`src/rtl/full_adder.sv`:
```
// full_adder: parameterised ripple-carry adder computing a + b + cin.
//
// The combinational outputs (sum, cout, ovf) come straight from the bit-cell
// chain. They do not depend on clk, reset or in_valid.
//
// The registered copies (sum_q, cout_q, ovf_q) capture the combinational
// result on a rising edge when in_valid is high. Otherwise they hold.
// valid_q tracks in_valid one cycle late.
//
// Ports
//   clk       in   1      rising-edge clock for the registered path
//   reset     in   1      async active-high reset, clears the registered path only
//   a, b      in   WIDTH  operands (unsigned; two's complement view for ovf)
//   cin       in   1      carry in
//   in_valid  in   1      qualifies a/b/cin for capture
//   sum       out  WIDTH  (a+b+cin)[WIDTH-1:0]
//   cout      out  1      (a+b+cin)[WIDTH]
//   ovf       out  1      signed overflow: carry into MSB ^ cout
//   sum_q     out  WIDTH  registered sum
//   cout_q    out  1      registered cout
//   ovf_q     out  1      registered ovf
//   valid_q   out  1      registered in_valid
module full_adder #(
  parameter int WIDTH = 1
) (
  input  logic             clk,
  input  logic             reset,
  input  logic [WIDTH-1:0] a,
  input  logic [WIDTH-1:0] b,
  input  logic             cin,
  input  logic             in_valid,
  output logic [WIDTH-1:0] sum,
  output logic             cout,
  output logic             ovf,
  output logic [WIDTH-1:0] sum_q,
  output logic             cout_q,
  output logic             ovf_q,
  output logic             valid_q
);

  // c[i] is the carry into bit cell i; c[WIDTH] is the carry out.
  logic [WIDTH:0]   c;
  logic [WIDTH-1:0] s;

  always_comb begin
    c    = '0;
    s    = '0;
    c[0] = cin;
    for (int i = 0; i < WIDTH; i++) begin
      s[i]   = a[i] ^ b[i] ^ c[i];
      c[i+1] = (a[i] & b[i]) | (c[i] & (a[i] ^ b[i]));
    end
  end

  assign sum  = s;
  assign cout = c[WIDTH];
  // Signed overflow occurs when the carry into the sign bit differs from the carry out.
  assign ovf  = c[WIDTH-1] ^ c[WIDTH];

  logic [WIDTH-1:0] sum_d;
  logic             cout_d;
  logic             ovf_d;
  logic             valid_d;

  always_comb begin
    sum_d   = sum_q;
    cout_d  = cout_q;
    ovf_d   = ovf_q;
    valid_d = in_valid;
    if (in_valid) begin
      sum_d  = s;
      cout_d = c[WIDTH];
      ovf_d  = c[WIDTH-1] ^ c[WIDTH];
    end
  end

  always_ff @(posedge clk or posedge reset) begin
    if (reset) begin
      sum_q   <= '0;
      cout_q  <= 1'b0;
      ovf_q   <= 1'b0;
      valid_q <= 1'b0;
    end else begin
      sum_q   <= sum_d;
      cout_q  <= cout_d;
      ovf_q   <= ovf_d;
      valid_q <= valid_d;
    end
  end

endmodule

```
`config.mk`:
```
export PLATFORM = sky130hd
export DESIGN_NAME = full_adder
export DESIGN_NICKNAME = d
export VERILOG_FILES = /design/src/rtl/full_adder.sv
export SDC_FILE = /design/constraint.sdc
export NUM_CORES = 1
export LEC_CHECK = 0
export CORE_AREA = 2 2 39 41
export DETAILED_ROUTE_END_ITERATION = 12
export DIE_AREA = 0 0 41 43
export GPL_ROUTABILITY_DRIVEN = 1
export PLACE_DENSITY_LB_ADDON = 0.1
export SLEW_MARGIN = 0
export SYNTH_ARGS = -nofsm -noshare
export SYNTH_HDL_FRONTEND = slang
export SYNTH_SLANG_ARGS = --single-unit
export TNS_END_PERCENT = 1
```
`constraint.sdc`:
```
create_clock -name clk -period 1.2 [get_ports clk]
set_clock_uncertainty 0.2 [all_clocks]
set_input_delay 0.18 -clock clk [delete_from_list [all_inputs] [get_ports clk]]
set_output_delay 0.18 -clock clk [all_outputs]
set_load 0.02 [all_outputs]
```
==> results of run 1 <==
==> final cells by class <==
cell class / instances / area, um^2 / share of cell area, %
Timing Repair Buffer: 17 / 145 / 38.3
Sequential cell: 4 / 100 / 26.4
Multi-Input combinational cell: 5 / 87.6 / 23.1
Clock buffer: 3 / 22.5 / 5.94
Tap cell: 16 / 20.0 / 5.28
Inverter: 1 / 3.75 / 0.990
==> registers in the layout, indices dropped and copies added, names as in the netlist <==
name	flops
valid_q	1
cout_q	1
ovf_q	1
sum_q	1
==> Yosys cell counts <==
library cell | count | share of area (%)
sky130_fd_sc_hd__xor2_1 | 1 | 5.1
sky130_fd_sc_hd__mux2_4 | 1 | 8.8
sky130_fd_sc_hd__fa_1 | 1 | 12
sky130_fd_sc_hd__dfrtp_1 | 4 | 59
sky130_fd_sc_hd__mux2_2 | 2 | 13
sky130_fd_sc_hd__inv_1 | 1 | 2.2
==> cells by family after synthesis <==
family                   count (synthesis)  share of synthesized area (%)
multiplexers                             3                           22.1
adder cells (fa/ha/maj)                  1                           11.8
flip-flops                               4                           58.8
buffers and inverters                    1                           2.20
XOR/XNOR                                 1                           5.15
==> metal layers <==
layer	global-route usage [%]	wire length (um)	up-vias	part of all wire (%)
li1	-	-	72	-
met1	6.82	150	63	37
met2	7.19	218	8	54
met3	4.71	34	0	8.4
met4	10.0	0	0	0
met5	0	0	-	0
==> metrics by stage <==
stage	std cells	setup slack, ns	setup TNS, ns	instance area, um^2	util [%]
floorplan	10	-0.254	-0.496	191	-
global placement	42	-1.04	-5.31	362	26.1
detailed placement	42	-1.04	-5.35	362	26.1
CTS	46	-0.232	-0.710	373	26.9
global route	46	-0.221	-0.694	379	27.4
finish	46	-0.188	-0.613	379	27.4
==> power groups by stage <==
stage	Combinational (W)	Clock (W)	Sequential (W)
after floorplan	0.0000611	0	0.000188
after global placement	0.000190	0	0.000164
after detailed placement	0.000190	0	0.000166
after CTS	0.000181	0.000172	0.000163
after global routing	0.000192	0.000183	0.000165
final	0.000179	0.000164	0.000162
==> what timing repair did <==
item / in CTS / in global routing
hold buffers: 1 / 0
resized for setup: 48 / 1
endpoints found under the hold margin: 4 / 0
pin swaps: 2 / 2
setup buffers: 0 / 0
endpoints found under the setup margin: 10 / 5
==> worst min-delay path, delay by kind of cell <==
kind                     cells  cell delay [ns]
adder cells (fa/ha/maj)      1             0.21
buffers and inverters        1             0.07
multiplexers                 1             0.14
==> path summary, 6_finish.rpt <==
path	endpoint	slack (ns)
max in group asynchronous	ovf_q	0.15
worst max register to register	ovf_q	0.14
worst max-delay path	ovf	-0.19
min in group asynchronous	valid_q	0.50
worst min-delay path	sum_q	0.20
worst min register to register	sum_q	0.30
==> results.md, run 1 <==
STA:
- The final count of hold timing violations is 0.
- After layout, the worst setup slack is -0.188 ns.
- For this run, the top clock speed supported by timing is 720 MHz.
- The worst hold slack is 0.203 ns.
- The worst pin sits at a relative slew slack of 88.2%.
- The final worst-path cycle share is 116%.
- The number of slew-limit violations in the final report came to 0.
- The time the final worst path needs with I/O delays and setup is 1.39 ns.
- The total of endpoints with negative setup slack in the final report is 4.
- At the pin with the least slew margin, the transition time is 0.176 ns.
- Setup repair after global routing could not meet its margin everywhere.

Route:
- The first detailed-routing pass ran for 2 iterations.
- Once detail routing completed, the nets flagged for antenna violations numbered 0.
- For this block, the routed nets add up to 403 um of wire.
- The iteration-0 DRC count of the detailed router is 2.
- The count of unresolved DRC violations after routing is 0.
- The number of vias after detailed routing is 143.
- Dividing the detail-routed wire length by the instance count gives 8.76 um.
- Using the TritonRoute via totals, the vias-per-cell ratio works out to 3.11.

Power:
- Cell internal power was estimated by the tool at 0.000364 W.
- Net switching is 27.9% of the power.
- Sequential cells burn 32.2% of the power.
- Per report_power, the clock group accounts for 32.4% of the total.
- The analysis attributes to cell leakage a power of 0.178 nW.
- The total power divided by cell area is 1330 nW/um^2.
- The analysis attributes to net switching a power of 0.000141 W.
- The share of total power dissipated in combinational logic is 35.4%.
- VDD sags by at most 0.000393 V.
- The completed layout was analyzed and its total power is 0.000505 W.

Cells and area:
- In the layout the commonest cells are 6 x sky130_fd_sc_hd__buf_6, 5 x sky130_fd_sc_hd__buf_2, 4 x sky130_fd_sc_hd__dfrtp_1, 3 x sky130_fd_sc_hd__clkbuf_4, 3 x sky130_fd_sc_hd__buf_4.
- The most common cell after layout, fill and taps aside is sky130_fd_sc_hd__buf_6.
- The area overhead of the layout relative to synthesis is 123%.
- After filler insertion, the fill cell instance count of the layout stands at 148.
- The share of cells above drive strength 1 is 73.3%.
- The repair_antennas step left the layout with diodes totalling 0.
- The total number of nets in the final design is 39.

Worst hold path:
- The class of the tightest hold or removal check is input pin to register.
- The worst min-delay path startpoint is a.
- The worst hold path stage count is 3.

Floorplanning:
- The row count is 14.
- The count of pins on the block boundary is 13.
- The floorplan step set the die height to 43 um.
- The core region is 1380 um^2.
- The initial core utilization is 12.3%.
- The floorplan step defined a die boundary enclosing 1760 um^2.
- The die width is 41 um.

Yosys:
- The post-synthesis instance total is 10.
- The sequential share of the synthesized area is 58.8%.
- A synthesized cell averages 17.0 um^2.
- The netlist area before placement is 170 um^2.
- Yosys printed 0 warnings.
- The register bit count reported by yosys is 4.
- The number of distinct library cell variants in the gate-level netlist after synthesis is 6.
- When the netlist entered floorplanning its net count stood at 17.

Global routing:
- Summed over all layers, the global routing overflow is 0.
- The first-pass GRT wire length is 683 um.
- The number of antenna violations at the first check in global routing is 0.
- The pin count of the biggest net entering global routing is 5.
- The via count of the first global-routing pass was 160.
- In the global route stage, overall resource usage came out at 6.85%.

Worst setup path:
- The required time of the critical path is 0.82 ns.
- Counting stages on the worst path, the most repeated cell is sky130_fd_sc_hd__buf_6.
- The critical path buffer and inverter count is 2.
- Along the worst path, the maximum fanout reaches 2.
- For the worst setup path, the data arrival time is 1.01 ns.
- In this run the critical register-to-register path is launched from ovf_q.
- The cell with the biggest individual delay on the critical path is sky130_fd_sc_hd__fa_2.
- The gate family responsible for the most delay along the worst path is adder cells.
- The worst setup path is of the input pin to output port kind.
- On the worst path, the slowest cell contributes a delay of 0.43 ns.
- The kind of launch point of the worst setup path is an input pin.
- The endpoint class of the critical path is an output port.
- The signal on the critical path passes through buf_6 -> fa_2 -> xor2_4 -> buf_6.
- In this run the number of cells on the critical path is 4.
- The critical path starts at b.
- Counting cells, the worst reg-to-reg path comes to 2.

Clock network:
- In this run, CTS created clock tree buffers numbering 3.
- The clock drives 4 sinks.
- The tree is rooted in a sky130_fd_sc_hd__clkbuf_4.
- The clock latency of the later-clocked register in the worst-skew pair is 0.23 ns.
- Clock-pin slew was measured on the worst setup and hold paths at 0.04 ns.
- The number of H-tree levels is 1.
- The longest clock path from root to sink contains 2 buffers.
- TritonCTS built the clock tree.

Placed design:
- Routability-driven placement finished with a final weighted congestion of 0.602.
- The total of buffers placed on input and output ports is 12.

Run status:
- The checks that failed: negative setup slack.
- The run finished, with violations left.

Job:
- Max-cap violations in this run came to 0.
Note: power is estimated with default switching activity, not from simulation.
==> inputs of run 2 (changes only) <==
DONT_BUFFER_PORTS = 1   (was not set)
clock period = 1.7 ns   (was 1.2 ns; I/O delays follow)
==> results.md, run 2 (synthesis gave the netlist of run 1 again) <==
Cells and area:
- Highest-count cells in the layout ignoring fill and taps: 4 x sky130_fd_sc_hd__dfrtp_1, 3 x sky130_fd_sc_hd__clkbuf_4, 2 x sky130_fd_sc_hd__mux2_2, 2 x sky130_fd_sc_hd__dlygate4sd3_1 (was 6 x sky130_fd_sc_hd__buf_6, 5 x sky130_fd_sc_hd__buf_2, 4 x sky130_fd_sc_hd__dfrtp_1, 3 x sky130_fd_sc_hd__clkbuf_4, 3 x sky130_fd_sc_hd__buf_4).
- The share of cells above drive strength 1 is 50.0% (was 73.3%).
- The multi-input gate area in the final layout came to 73.8 um^2 (was 87.6 um^2).
- The number of diodes came to 0 (unchanged).
- The summed area of non-filler cells in the final layout is 248 um^2 (was 379 um^2).
- The total number of nets in the final design came to 25 (was 39).
- The combined flip-flop and latch cell area is 100 um^2 (unchanged).
- The number of fill cells is 158 (was 148).
- The area overhead of the layout relative to synthesis came to 45.6% (was 123%).
- The fraction of the core area covered by cells at the end of the flow was 17.9% (was 27.4%).
- The most common cell after layout, fill and taps aside is sky130_fd_sc_hd__dfrtp_1 (was sky130_fd_sc_hd__buf_6).

Floorplanning:
- The initial core utilization came to 12.3% (unchanged).
- The row count is 14 (unchanged).
- The area of the die is 1760 um^2 (unchanged).
- The total core area is 1380 um^2 (unchanged).
- The height of the die came to 43 um (unchanged).
- The count of pins on the block boundary is 13 (unchanged).
- The die width is 41 um (unchanged).

Clock network:
- The root cell of the clock tree is sky130_fd_sc_hd__clkbuf_4 (unchanged).
- The maximum clock path buffer count came to 2 (unchanged).
- The clock transition at the register clock pins on the worst setup and hold paths after CTS is 0.04 ns (about the same).
- The clock net sink count was 4 (unchanged).
- The total CTS buffers was 3 (unchanged).
- The number of H-tree levels is 1 (unchanged).
- The CTS tree is yes (unchanged).
- The post-CTS repair timing setup buffer count came to 0 (unchanged).
- The count of instances resized after the clock tree is built came to 0 (was 48).
- The clock latency of the later-clocked register in the worst-skew pair is 0.23 ns (about the same).

Route:
- The number of vias per cell is 3.03 (was 3.11).
- The highest routed metal layer is met3 (unchanged).
- The wire length on met3 came to 45 um (was 34 um).
- The count of unresolved DRC violations after routing was 0 (unchanged).
- The final routed wirelength across all metal layers was 372 um (was 403 um).
- The wire length on met1 was 141 um (was 150 um).
- The iteration-0 DRC count of the detailed router is 0 (was 2).
- The number of vias after detailed routing is 97 (was 143).
- The remaining number of nets flagged by the antenna check after routing came to 0 (unchanged).
- The per-cell routed wire length is 11.6 um (was 8.76 um).
- The detailed route wirelength on metal2 is 186 um (was 218 um).
- The length of the first detailed-routing pass in iterations is 1 (was 2).

Worst setup path:
- The biggest fanout along the worst timing path is 2 (unchanged).
- The required time of the critical path is 1.24 ns (was 0.82 ns).
- The cell with the biggest individual delay on the critical path is sky130_fd_sc_hd__fa_1 (was sky130_fd_sc_hd__fa_2).
- Worst-path cell chain: fa_1 -> xor2_2 (was buf_6 -> fa_2 -> xor2_4 -> buf_6).
- The gate family responsible for the most delay along the worst path is adder cells (unchanged).
- The internal reg-to-reg setup slack was 0.64 ns (was 0.14 ns).
- The endpoint class of the critical path is an output port (unchanged).
- The largest stage delay on the critical path is 0.47 ns (was 0.43 ns).
- The data arrival time of the critical path came to 1.06 ns (was 1.01 ns).
- The category of the most critical setup path is input pin to output port (unchanged).
- The kind of launch point of the worst setup path was an input pin (unchanged).
- The critical path buffer and inverter count is 0 (was 2).

Global routing:
- The via count of the first global-routing pass is 110 (was 160).
- The number of antenna violations at the first check in global routing is 0 (unchanged).
- The total routing resource utilization after global routing is 5.84% (was 6.85%).
- The pin count of the biggest net entering global routing is 5 (unchanged).
- The global route total overflow is 0 (unchanged).
- The first-pass GRT wire length is 572 um (was 683 um).

Placed design:
- The last weighted congestion value of the routability-driven placer is 0.535 (was 0.602).
- The total of buffers placed on input and output ports is 0 (was 12).
- The cell area reported after detailed placement is 205 um^2 (was 362 um^2).

STA:
- The worst slew margin relative to its limit is 78.1% (was 88.2%).
- Setup repair after global routing missed its margin: no (was yes).
- The final count of hold timing violations is 0 (unchanged).
- The clock period could shrink to 1.52 ns.
- The final worst-path cycle share is 89.4%.
- Based on the critical path, the design can be clocked at up to 658 MHz.
- The number of slew-limit violations in the final report is 0 (unchanged).
- The total of endpoints with negative setup slack in the final report was 0 (was 4).
- The slew at the pin closest to its max-slew limit is 0.329 ns (was 0.176 ns).
- The setup TNS after final layout is 0 ns (was -0.613 ns).

Power:
- The share of total power in combinational logic came to 16.3% (was 35.4%).
- The clock network power share came to 39.2% (was 32.4%).
- The sequential group share of total power is 44.6% (was 32.2%).
- The peak ir drop on the vdd network is 0.000257 V (was 0.000393 V).
- The design internal power is 0.000212 W (was 0.000364 W).
- The total power divided by cell area is 1220 nW/um^2 (was 1330 nW/um^2).
- The net switching power of the design is 0.0000893 W (was 0.000141 W).
- The switching part of the total is 29.6% (was 27.9%).
- The leakage power is 0.108 nW (was 0.178 nW).

Job:
- The reported max-cap violation count came to 0 (unchanged).

Worst hold path:
- The class of the tightest hold or removal check is input pin to async pin (was input pin to register).

Run status:
- Result of the run: finished clean (was complete, but fails checks).
==> run 2: changes by cell type in the layout (fill, tap and decap cells not counted), sizes merged <==
cell / before / now
buf: 14 / 1
dlygate4sd3: 1 / 2
clkdlybuf4s50: 2 / 0
==> run 2: per-stage QoR <==
step | hold WS, ns | cells | worst slack [ns] | total power (W)
detailed placement | -0.157 | 27 | 0.124 | 0.000182
CTS | 0.146 | 32 | 0.166 | 0.000311
finish | 0.143 | 32 | 0.181 | 0.000302
global route | 0.163 | 32 | 0.135 | 0.000322
global placement | -0.160 | 27 | 0.122 | 0.000181
floorplan | -0.179 | 10 | 0.0144 | 0.000172
==> run 2: power groups by stage <==
stage	Clock (W)	Sequential (W)	Combinational, W
floorplan	0	0.000133	0.0000388
global placement	0	0.000136	0.0000452
detailed placement	0	0.000136	0.0000456
CTS	0.000125	0.000135	0.0000508
global route	0.000131	0.000137	0.0000540
finish	0.000118	0.000134	0.0000490
==> run 2: worst paths after layout <==
| path | start | endpoint | cells past startpoint |
|---|---|---|---|
| setup / recovery | a | ovf | 2 |
| hold / removal | reset | sum_q | 2 |
| setup reg to reg | ovf_q | ovf_q | 1 |
| hold reg to reg | cout_q | cout_q | 1 |
| max in group asynchronous | reset | cout_q | 2 |
| min in group clk | cin | ovf_q | 2 |
==> run 2: repair_timing <==
item / in CTS / in global routing
endpoints found under the hold margin: 8 / 0
setup endpoints to repair: 0 / 0
hold buffers: 2 / 0
==> run 2: metal layers <==
metal / vias to the layer above / GRT usage (%)
met1: 45 / 5.52
met2: 8 / 5.63
met3: 0 / 4.19
met4: 0 / 10.0
li1: 44 / -
met5: - / 0
==> run 2: final cells by class <==
cell class / count / share of cell area (%)
multi-input cells: 5 / 29.8
inverters: 1 / 1.52
flip-flops and latches: 4 / 40.4
clock buffers: 3 / 9.09
well taps: 16 / 8.08
repair buffers: 3 / 11.1
